$ cat src/rtl/demux_stream_1ton.sv
// Registered 1-to-N valid/ready stream demultiplexer with explicit or round-robin
// destination selection and a saturating count of beats dropped for bad selects.
module demux_stream_1ton #(
    parameter int WIDTH = 8,
    parameter int N     = 4,
    parameter int SEL_W = 2,
    parameter int CNT_W = 8
) (
    input  logic               clk,
    input  logic               rst,
    input  logic [WIDTH-1:0]   in_data,
    input  logic [SEL_W-1:0]   in_sel,
    input  logic               in_valid,
    output logic               in_ready,
    input  logic               rr_mode,
    output logic [N*WIDTH-1:0] out_data,
    output logic [N-1:0]       out_valid,
    input  logic [N-1:0]       out_ready,
    output logic [SEL_W-1:0]   rr_ptr,
    output logic [CNT_W-1:0]   err_cnt
);

    localparam logic [SEL_W:0]   N_EXT    = (SEL_W+1)'(N);
    localparam logic [SEL_W-1:0] LAST_CH  = SEL_W'(N-1);
    localparam logic [CNT_W-1:0] CNT_MAX  = {CNT_W{1'b1}};

    logic               hold_v_r;
    logic [SEL_W-1:0]   hold_dest_r;
    logic [WIDTH-1:0]   hold_data_r;
    logic [SEL_W-1:0]   rr_ptr_r;
    logic [CNT_W-1:0]   err_cnt_r;
    logic [N-1:0]       out_valid_r;
    logic [N*WIDTH-1:0] out_data_r;

    logic               sel_ready_s;
    logic               xfer_s;
    logic               in_ready_s;
    logic               accept_s;
    logic [SEL_W-1:0]   dest_s;
    logic               dest_ok_s;

    logic               hold_v_nxt_s;
    logic [SEL_W-1:0]   hold_dest_nxt_s;
    logic [WIDTH-1:0]   hold_data_nxt_s;
    logic [SEL_W-1:0]   rr_ptr_nxt_s;
    logic [CNT_W-1:0]   err_cnt_nxt_s;
    logic [N-1:0]       out_valid_nxt_s;
    logic [N*WIDTH-1:0] out_data_nxt_s;

    // Ready of the consumer currently addressed by the holding register; other lanes are ignored.
    always_comb begin
        sel_ready_s = 1'b0;
        for (int k = 0; k < N; k++) begin
            sel_ready_s = sel_ready_s | (out_ready[k] & (hold_dest_r == SEL_W'(k)));
        end
    end

    assign xfer_s     = hold_v_r & sel_ready_s;
    assign in_ready_s = ~hold_v_r | sel_ready_s;
    assign accept_s   = in_valid & in_ready_s;
    assign dest_s     = rr_mode ? rr_ptr_r : in_sel;
    assign dest_ok_s  = ({1'b0, dest_s} < N_EXT);

    // Holding register next state: reload on a routable acceptance, otherwise drain on transfer.
    always_comb begin
        hold_v_nxt_s    = hold_v_r;
        hold_dest_nxt_s = hold_dest_r;
        hold_data_nxt_s = hold_data_r;
        if (accept_s && dest_ok_s) begin
            hold_v_nxt_s    = 1'b1;
            hold_dest_nxt_s = dest_s;
            hold_data_nxt_s = in_data;
        end else if (xfer_s) begin
            hold_v_nxt_s    = 1'b0;
        end else begin
            hold_v_nxt_s    = hold_v_r;
        end
    end

    // Round-robin pointer advances only on beats it actually routed; mode changes never reset it.
    always_comb begin
        rr_ptr_nxt_s = rr_ptr_r;
        if (accept_s && rr_mode) begin
            rr_ptr_nxt_s = (rr_ptr_r == LAST_CH) ? {SEL_W{1'b0}} : rr_ptr_r + SEL_W'(1);
        end else begin
            rr_ptr_nxt_s = rr_ptr_r;
        end
    end

    // Dropped-beat counter saturates instead of wrapping.
    always_comb begin
        err_cnt_nxt_s = err_cnt_r;
        if (accept_s && !dest_ok_s && (err_cnt_r != CNT_MAX)) begin
            err_cnt_nxt_s = err_cnt_r + CNT_W'(1);
        end else begin
            err_cnt_nxt_s = err_cnt_r;
        end
    end

    // Lane decode of the next holding state so the outputs come straight from flops.
    always_comb begin
        out_valid_nxt_s = {N{1'b0}};
        out_data_nxt_s  = {(N*WIDTH){1'b0}};
        for (int k = 0; k < N; k++) begin
            if (hold_v_nxt_s && (hold_dest_nxt_s == SEL_W'(k))) begin
                out_valid_nxt_s[k]               = 1'b1;
                out_data_nxt_s[k*WIDTH +: WIDTH] = hold_data_nxt_s;
            end else begin
                out_valid_nxt_s[k]               = 1'b0;
                out_data_nxt_s[k*WIDTH +: WIDTH] = {WIDTH{1'b0}};
            end
        end
    end

    // State and output registers; reset empties the stage and discards any held beat.
    always_ff @(posedge clk or posedge rst) begin
        if (rst) begin
            hold_v_r    <= 1'b0;
            hold_dest_r <= {SEL_W{1'b0}};
            hold_data_r <= {WIDTH{1'b0}};
            rr_ptr_r    <= {SEL_W{1'b0}};
            err_cnt_r   <= {CNT_W{1'b0}};
            out_valid_r <= {N{1'b0}};
            out_data_r  <= {(N*WIDTH){1'b0}};
        end else begin
            hold_v_r    <= hold_v_nxt_s;
            hold_dest_r <= hold_dest_nxt_s;
            hold_data_r <= hold_data_nxt_s;
            rr_ptr_r    <= rr_ptr_nxt_s;
            err_cnt_r   <= err_cnt_nxt_s;
            out_valid_r <= out_valid_nxt_s;
            out_data_r  <= out_data_nxt_s;
        end
    end

    assign in_ready  = in_ready_s;
    assign out_valid = out_valid_r;
    assign out_data  = out_data_r;
    assign rr_ptr    = rr_ptr_r;
    assign err_cnt   = err_cnt_r;

    demux_stream_1ton_chk #(
        .WIDTH (WIDTH),
        .N     (N)
    ) u_chk (
        .clk       (clk),
        .rst       (rst),
        .out_valid (out_valid_r),
        .out_ready (out_ready),
        .out_data  (out_data_r)
    );

endmodule

// Protocol properties of the output side: one channel at most, and stalled beats hold still.
module demux_stream_1ton_chk #(
    parameter int WIDTH = 8,
    parameter int N     = 4
) (
    input logic               clk,
    input logic               rst,
    input logic [N-1:0]       out_valid,
    input logic [N-1:0]       out_ready,
    input logic [N*WIDTH-1:0] out_data
);

    a_onehot_valid: assert property (@(posedge clk) disable iff (rst) $onehot0(out_valid));

    a_stall_stable: assert property (@(posedge clk) disable iff (rst)
        ((out_valid & ~out_ready) != {N{1'b0}}) |=> ($stable(out_valid) && $stable(out_data)));

endmodule

$ cat config.mk
export PLATFORM = sky130hd
export DESIGN_NAME = demux_stream_1ton
export DESIGN_NICKNAME = d
export VERILOG_FILES = /design/src/rtl/demux_stream_1ton.sv
export SDC_FILE = /design/constraint.sdc
export NUM_CORES = 1
export LEC_CHECK = 0
export BUFFER_PORTS_ARGS = -buffer_cell sky130_fd_sc_hd__buf_4
export CORE_ASPECT_RATIO = 1.4
export CORE_MARGIN = 8
export CORE_UTILIZATION = 35
export DETAILED_ROUTE_END_ITERATION = 10
export PLACE_DENSITY_LB_ADDON = 0.3
export SLEW_MARGIN = 15
export SYNTH_ARGS = -nofsm -noshare
export SYNTH_HDL_FRONTEND = slang
export SYNTH_SLANG_ARGS = --single-unit
$ cat constraint.sdc
create_clock -name clk -period 2.1 [get_ports clk]
set_clock_uncertainty 0.05 [all_clocks]
set_input_delay 0.42 -clock clk [delete_from_list [all_inputs] [get_ports clk]]
set_output_delay 0.42 -clock clk [all_outputs]
set_load 0.005 [all_outputs]
==> flow_summary.ini, run 1 <==
[synth]
async_reset_ff_share_pct = 100
synth_warnings = 0
synth-adder-area-share_pct = 0.504
yosysSeqAreaShare_pct = 49.3
synthTopCellsByCount = dfrtp_1 (49), mux2i_1 (38), o21ai_0 (36)
synth_area_leaders = dfrtp_1 (49%), mux2i_1 (15%), o21ai_0 (7.3%)
synth_edf_count = 0
synth_most_common_cell = dfrtp_1
postSynthCellCount = 229
synth_top_family_by_area = multiplexers
synthXorXnorAreaFrac_pct = 0
synth-compound-area-share_pct = 8.36
synth-simple-area-share_pct = 11.4
synthFlopType = dfrtp_1
yosysUniqueCellTypes = 26
synth_area_sq_um = 2480
synth_seq_cells = 49
syn_area_per_cell_sq_um = 10.9
synth.mux.area_fraction_pct = 23.2
synth_top_area_share_pct = 49.3
synth_area_leader_cell = dfrtp_1

[clock_network]
cts_tree = done
clkSinkCount = 49
cts_max_level = 2
root_buffer = clkbuf_8
cts_hold_buffers = 0
clkLatencyLatePin_ps = 310
path_clk_slew_ps = 90
clock_path_buffers = 2
numCtsBuffers = 5

[setup_path]
cp-end-kind = output pin
worstSetupStartpointType = flip-flop
reg2reg_to = out_data[20]$_DFF_PP0_
critPathRequiredTime_ps = 1630
cp_max_fo = 8
crit_arrival_ps = 1500
r2r_start = hold_dest_r[1]$_DFF_PP0_
reg2reg_depth = 4
path_class = reg2out
r2r_slack_ps = 360

[sta]
slew_violations = 0
finalSetupViolCount = 0
timing.fmax_mhz = 506
rsz0062_at_grt = false
min_period_ps = 1970
finalHoldViolCount = 0
fin_setup_tns_ps = 0
min_period_over_period_pct = 94.0

[drt]
drc = 0
routed_wl_microns = 6140
ant_nets = 0
dr.pass1.iters = 4
vias = 1820
drt-wirelength-per-cell_microns = 16.1
drt_iter0_markers = 106
via_per_inst = 4.76

[cells_and_area]
nFillCells = 698
antenna_cells = 0
drive_above_1_share_pct = 31.7
area_growth_pct = 24.2
fin_nets = 306

[power_and_ir_drop]
p_leak_nw = 1.51
power.total_w = 0.00382
power_density_nw_per_um2 = 1240
peakVddDrop_mv = 0.778

[place]
gp_congestion = 0.801
port_buffers = 56
hpwl_microns = 4470

[floorplanning]
row_count = 36
dieHeight_microns = 116
die_w_microns = 87.2
die_area_sq_um = 10100
core_area_sq_um = 6940
start_util_pct = 35.8
pin_count = 65

[grt]
grt_pass1_vias = 1957
antenna_found_initial = 0
grt_start_max_net_pins = 50
grt_overflow = 0
grt_util_all_layers_pct = 12.7
grt_pass1_wl_microns = 9660

[status]
status = completed

[run]
drv_cap = 0

[worst_hold_path]
hold_path.class = in2async
[flip-flops by register name (all words and copies together) (netlist names)]
| register | cells |
|---|---|
| hold_dest_r | 2 |
| out_data | 32 |
| hold_data_r | 8 |
| hold_v_r | 1 |
| rr_ptr | 2 |
| out_valid | 4 |
[critical path, cell delays in order (launching register included)]
cell and delay (ps):
dfrtp_2 460, mux2i_1 300, a22o_2 220, inv_1 70, buf_4 140
[worst max-delay path by stage]
| stage | start | end | slack (ps) | cells after the start |
|---|---|---|---|---|
| after floorplan | hold_dest_r[1]$_DFF_PP0_ | in_ready | 360 | 6 |
| after detailed placement | hold_dest_r[1]$_DFF_PP0_ | out_data[20]$_DFF_PP0_ | 300 | 4 |
| final | hold_dest_r[1]$_DFF_PP0_ | in_ready | 130 | 4 |
| after global placement | hold_dest_r[1]$_DFF_PP0_ | out_data[20]$_DFF_PP0_ | 390 | 4 |
| after global routing | hold_dest_r[1]$_DFF_PP0_ | in_ready | 40 | 4 |
| after CTS | hold_dest_r[1]$_DFF_PP0_ | in_ready | 60 | 4 |
[where the power goes]
group          leakage [nW]  switching [W]  internal, W  total, W
logic                 0.822       0.000820     0.000932   0.00175
clock network        0.0443       0.000297     0.000262  0.000559
registers             0.640       0.000250      0.00126   0.00151
[placed cells by master (no fill, tap or decap), types with 5 or more instances in the layout]
master,instances
buf_4,66
dfrtp_1,48
mux2i_1,37
o21ai_0,36
nand2_1,34
and2_1,10
mux2_4,10
conb_1,8
clkbuf_8,6
inv_1,5
[metal layers]
layer | wire length (microns) | GRT usage, % | vias up
met5 | 0 | 0 | -
met4 | 169 | 6.91 | 0
met3 | 347 | 2.70 | 12
met2 | 3170 | 22.1 | 59
met1 | 2450 | 14.0 | 872
li1 | - | - | 877
[what timing repair did]
action | in CTS | in global routing
setup buffers | 0 | 0
endpoints found under the setup margin | 0 | 1
gates resized for setup | 0 | 2
[cells by family after synthesis]
group	Yosys count
AO/OA/AOI/OAI	39
adder cells (fa/ha/maj)	1
AND/OR/NAND/NOR	58
flip-flops	49
multiplexers	52
other	1
buffers and inverters	29
[final cells by class]
type                    count  area [sq um]  share of cell area, %
clock buffers               7          86.3                   2.80
well taps                  95           119                   3.85
repair buffers             67           515                   16.7
multi-input cells         158          1110                   36.1
flip-flops and latches     49          1230                   39.8
inverters                   6          22.5                  0.730
[through the flow]
step	worst slack, ps	utilization (%)	cell area (sq um)	hold slack [ps]	instances
after floorplan	364	-	2510	484	236
after global placement	391	43.2	2990	432	375
after detailed placement	303	43.2	2990	439	375
after CTS	57.2	44.4	3080	96.5	382
after global routing	40.8	44.5	3090	110	382
final	126	44.5	3090	98.4	382
(Power assumes the default switching activity.)
==> run 2: changes to the inputs <==
Settings changed: CORE_UTILIZATION 35 to 52.
==> run 2 against run 1 <==
Global-route usage grew 4.9 points. Sequential cell count is the same. Sequential share of layout area grew 0.11 points. Die area shrank 28%. Critical endpoint unchanged. Final area shrank 0.36%. Critical path type unchanged. First-iteration DRC count shrank 8.5%. Hold slack gained 120 ps. Largest cell class unchanged. Setup slack lost 28 ps. Non-clock buffer count grew 1. Core utilization grew 21 points.
==> flow_summary.ini, run 2 (synthesized netlist as in run 1, its figures left out) <==
[cells_and_area]
final_common_cell = buf_4
largest_reg_flops = 32
area_growth_pct = 23.7
utilization_pct = 65.0
drive_above_1_share_pct = 32.2
layout.cells.non_filler = 353
nFillCells = 443
antenna_cells = 0
final_cell_mix = buf_4 (68), dfrtp_1 (49), mux2i_1 (37), o21ai_0 (36), nand2_1 (34)
fin_nets = 307

[power_and_ir_drop]
p_leak_nw = 1.52
p_int_w = 0.00258
p_seq_share_pct = 38.2
power_density_nw_per_um2 = 1290
pwr-share-clk_pct = 17.6
power.share.combinational_pct = 44.3
power.switching_w = 0.00139
p_sw_share_pct = 35.0
peakVddDrop_mv = 0.694

[drt]
drt_iter0_markers = 97
vias = 1932
ant_nets = 0
drt-wirelength-per-cell_microns = 17.2
via_per_inst = 5.47
drc = 0
routed_wl_microns = 6080
dr.pass1.iters = 4

[clock_network]
clock_path_buffers = 2
clkSinkCount = 49
cts_setup_buffers = 0
cts_tree = done
numCtsBuffers = 5
clkLatencyLatePin_ps = 300
cts_hold_buffers = 0
root_buffer = clkbuf_8
cts_max_level = 2
cts_resized = 0
path_clk_slew_ps = 90

[floorplanning]
core_area_sq_um = 4730
start_util_pct = 52.5
die_w_microns = 74.4
pin_count = 65
row_count = 30
dieHeight_microns = 97.8
die_area_sq_um = 7280

[sta]
slew_violations = 0
finalSetupViolCount = 0
rsz0062_at_grt = false
timing.fmax_mhz = 499
min_period_ps = 2000
finalHoldViolCount = 0
setup_ws_ps = 97.2
slew_headroom_pct = 59.2
max_slew.worst_pin.slew_ps = 613
fin_setup_tns_ps = 0
min_period_over_period_pct = 95.4

[place]
hpwl_microns = 4300
port_buffers = 56
gp_congestion = 0.834
preCtsSetupSlack_ps = 348
dp.cells = 345

[grt]
grt_pass1_wl_microns = 10000
antenna_found_initial = 0
grt_util_all_layers_pct = 17.5
grt_start_max_net_pins = 50
grt_overflow = 0
grt_pass1_vias = 1958

[setup_path]
cp_max_fo = 8
path_class = reg2out
crit_arrival_ps = 1530
r2r_slack_ps = 320
worstSetupStartpointType = flip-flop
critPathRequiredTime_ps = 1630
cp-end-kind = output pin

[status]
status = completed

[worst_hold_path]
hold_path.class = in2async

[run]
drv_cap = 0
run 2: layer usage:
metal | track usage (%) | vias to the layer above | wire (microns)
li1 | - | 879 | -
met1 | 21.1 | 956 | 2270
met2 | 29.6 | 85 | 3210
met3 | 3.69 | 12 | 471
met4 | 5.91 | 0 | 135
met5 | 0 | - | 0
run 2: path summary, 6_finish.rpt:
path                                           from                       end  cells after the start
max in group asynchronous                       rst    out_valid[1]$_DFF_PP0_                      3
max                        hold_dest_r[1]$_DFF_PP0_                  in_ready                      4
max reg2reg                hold_dest_r[1]$_DFF_PP0_    out_data[24]$_DFF_PP0_                      4
min                                             rst    out_data[29]$_DFF_PP0_                      3
min in group clk                         in_data[4]  hold_data_r[4]$_DFF_PP0_                      2
min reg2reg                hold_data_r[6]$_DFF_PP0_    out_data[14]$_DFF_PP0_                      2
run 2: critical path, cell delays in order, from the launching register on:
cell and delay, ps:
dfrtp_1 490, mux2i_1 320, a22o_2 210, inv_1 70
buf_4 130
run 2: through the flow:
step | hold WS [ps] | power [W] | area (sq um)
after global routing | 269 | 0.00422 | 3070
after global placement | 528 | 0.00322 | 2950
after floorplan | 484 | 0.00263 | 2510
final | 214 | 0.00398 | 3070
after CTS | 242 | 0.00399 | 3070
after detailed placement | 533 | 0.00329 | 2950
run 2: final cells by class:
type / instances / area, sq um / area share, %
tap: 64 / 80.1 / 2.60
timing repair buffer: 68 / 510 / 16.6
multi-input combinational: 158 / 1110 / 36.3
clock buffer: 6 / 82.6 / 2.69
sequential: 49 / 1230 / 39.9
clock inverter: 2 / 37.5 / 1.22
inverter: 6 / 22.5 / 0.733
run 2: power by group through the flow:
stage / sequential, W / clock, W / combinational [W]
2_1_floorplan: 0.00148 / 0 / 0.00115
3_3_place_gp: 0.00151 / 0 / 0.00171
3_5_place_dp: 0.00153 / 0 / 0.00176
4_1_cts: 0.00152 / 0.000710 / 0.00177
5_1_grt: 0.00157 / 0.000745 / 0.00190
6_report: 0.00152 / 0.000698 / 0.00176
==> run 3: changes to the inputs <==
Settings changed: CORE_UTILIZATION 52 to 54, CTS_BUF_LIST from default to sky130_fd_sc_hd__clkbuf_4, SLEW_MARGIN 15 to default.
==> run 3 against run 2 <==
Via count shrank 1.2%. Routed wire length shrank 3.3%. First-iteration DRC count grew 37%. Count of clock-buffer cells in the layout shrank 1. Clock power shrank 23%. Hold slack lost 61 ps. Sequential cell count is the same. Combinational power is essentially flat.
==> flow_summary.ini, run 3 (synthesized netlist as in run 1, its figures left out) <==
[setup_path]
cp-end-kind = output pin
critPathRequiredTime_ps = 1630
reg2reg_to = hold_data_r[1]$_DFF_PP0_
slowest_delay_ps = 470
cp_max_fo = 8
path_class = reg2out
r2r_start = hold_dest_r[1]$_DFF_PP0_
crit_arrival_ps = 1540
cp_cell_sequence = mux2i_2, a22o_2, inv_1, buf_4
crit_end = in_ready
worstSetupStartpointType = flip-flop
r2r_slack_ps = 310
startpoint = hold_dest_r[1]$_DFF_PP0_
slowest_stage = dfrtp_2
reg2reg_depth = 4

[cells_and_area]
layout.cells.non_filler = 350
antenna_cells = 0
final_common_cell = buf_4
multiInputGateArea_sq_um = 1120
fin_nets = 306
area_growth_pct = 22.4
drive_above_1_share_pct = 32.3
largest_reg_flops = 32
register_area_sq_um = 1230
post-route-cell-area_sq_um = 3040
nFillCells = 381
final_cell_mix = buf_4 (66), dfrtp_1 (48), o21ai_0 (36), mux2i_1 (36), nand2_1 (34)

[drt]
dr.pass1.iters = 4
drc = 0
via_per_inst = 5.45
ant_nets = 0
vias = 1908
drt-wirelength-per-cell_microns = 16.8
routed_wl_microns = 5880
drt_iter0_markers = 133

[clock_network]
cts_resized = 1
clkSinkCount = 49
root_buffer = clkbuf_4
numCtsBuffers = 5
path_clk_slew_ps = 140
clock_path_buffers = 2
cts_tree = done
cts_setup_buffers = 0
cts_hold_buffers = 0
clkLatencyLatePin_ps = 360
cts_max_level = 2

[place]
place_area_sq_um = 2950
gp_congestion = 0.816
hpwl_microns = 4210
dp.cells = 342
port_buffers = 56
preCtsSetupSlack_ps = 281

[worst_hold_path]
hold_path.class = in2async

[floorplanning]
die_area_sq_um = 7060
start_util_pct = 55.2
pin_count = 65
core_area_sq_um = 4500
die_w_microns = 73.3
dieHeight_microns = 96.3
row_count = 29

[grt]
grt_start_max_net_pins = 50
grt_util_all_layers_pct = 16.9
grt_overflow = 0
antenna_found_initial = 0
grt_pass1_vias = 1942
grt_pass1_wl_microns = 9030

[sta]
slew_violations = 0
slew_headroom_pct = 60.9
timing.fmax_mhz = 499
max_slew.worst_pin.slew_ps = 587
finalSetupViolCount = 0
min_period_over_period_pct = 95.5
rsz0062_at_grt = false
fin_setup_tns_ps = 0
min_period_ps = 2010
setup_ws_ps = 94.4
finalHoldViolCount = 0

[power_and_ir_drop]
power_density_nw_per_um2 = 1260
peakVddDrop_mv = 1.08
power.total_w = 0.00383
p_leak_nw = 1.50

[run]
drv_cap = 0

[status]
status = completed
[run 3: worst min-delay path by stage]
stage                              from                       end  slack [ps]  cells past startpoint
6_report                            rst    out_data[20]$_DFF_PP0_         150                      3
5_1_grt                             rst    out_data[20]$_DFF_PP0_         190                      3
4_1_cts                             rst     rr_ptr[1]$_DFFE_PP0P_         170                      3
3_5_place_dp   hold_data_r[0]$_DFF_PP0_  hold_data_r[0]$_DFF_PP0_         530                      1
3_3_place_gp   hold_data_r[7]$_DFF_PP0_    out_data[31]$_DFF_PP0_         530                      2
2_1_floorplan                  in_valid        hold_v_r$_DFF_PP0_         480                      2
[run 3: worst max-delay path, delay by kind of cell, from the launching register on]
family | cells | cell delay, ps
flip-flops | 1 | 470
multiplexers | 1 | 280
AO/OA/AOI/OAI | 1 | 230
buffers and inverters | 2 | 200
[run 3: layout make-up]
type | count | area share [%]
Multi-Input combinational cell | 158 | 36.8
Clock buffer | 5 | 1.23
Timing Repair Buffer | 67 | 17.0
Clock inverter | 3 | 1.36
Tap cell | 62 | 2.55
Inverter | 6 | 0.741
Sequential cell | 49 | 40.4
[run 3: metrics by stage]
stage,hold WS [ps],util (%)
finish,153,67.6
global route,193,67.6
CTS,166,67.4
detailed placement,527,65.6
global placement,530,65.6
floorplan,484,-
[run 3: metal layers]
metal | vias to the layer above | global-route usage (%) | share of wire [%]
li1 | 880 | - | -
met1 | 929 | 18.8 | 38
met2 | 88 | 29.2 | 53
met3 | 11 | 3.75 | 6.7
met4 | 0 | 9.53 | 2.2
met5 | - | 0 | 0
[run 3: power by group]
group	leakage, nW	total (W)	internal (W)	switching, W
clock	0.0389	0.000540	0.000247	0.000294
sequential	0.640	0.00152	0.00126	0.000254
combinational	0.819	0.00178	0.000955	0.000822
total	1.50	0.00383	0.00246	0.00137
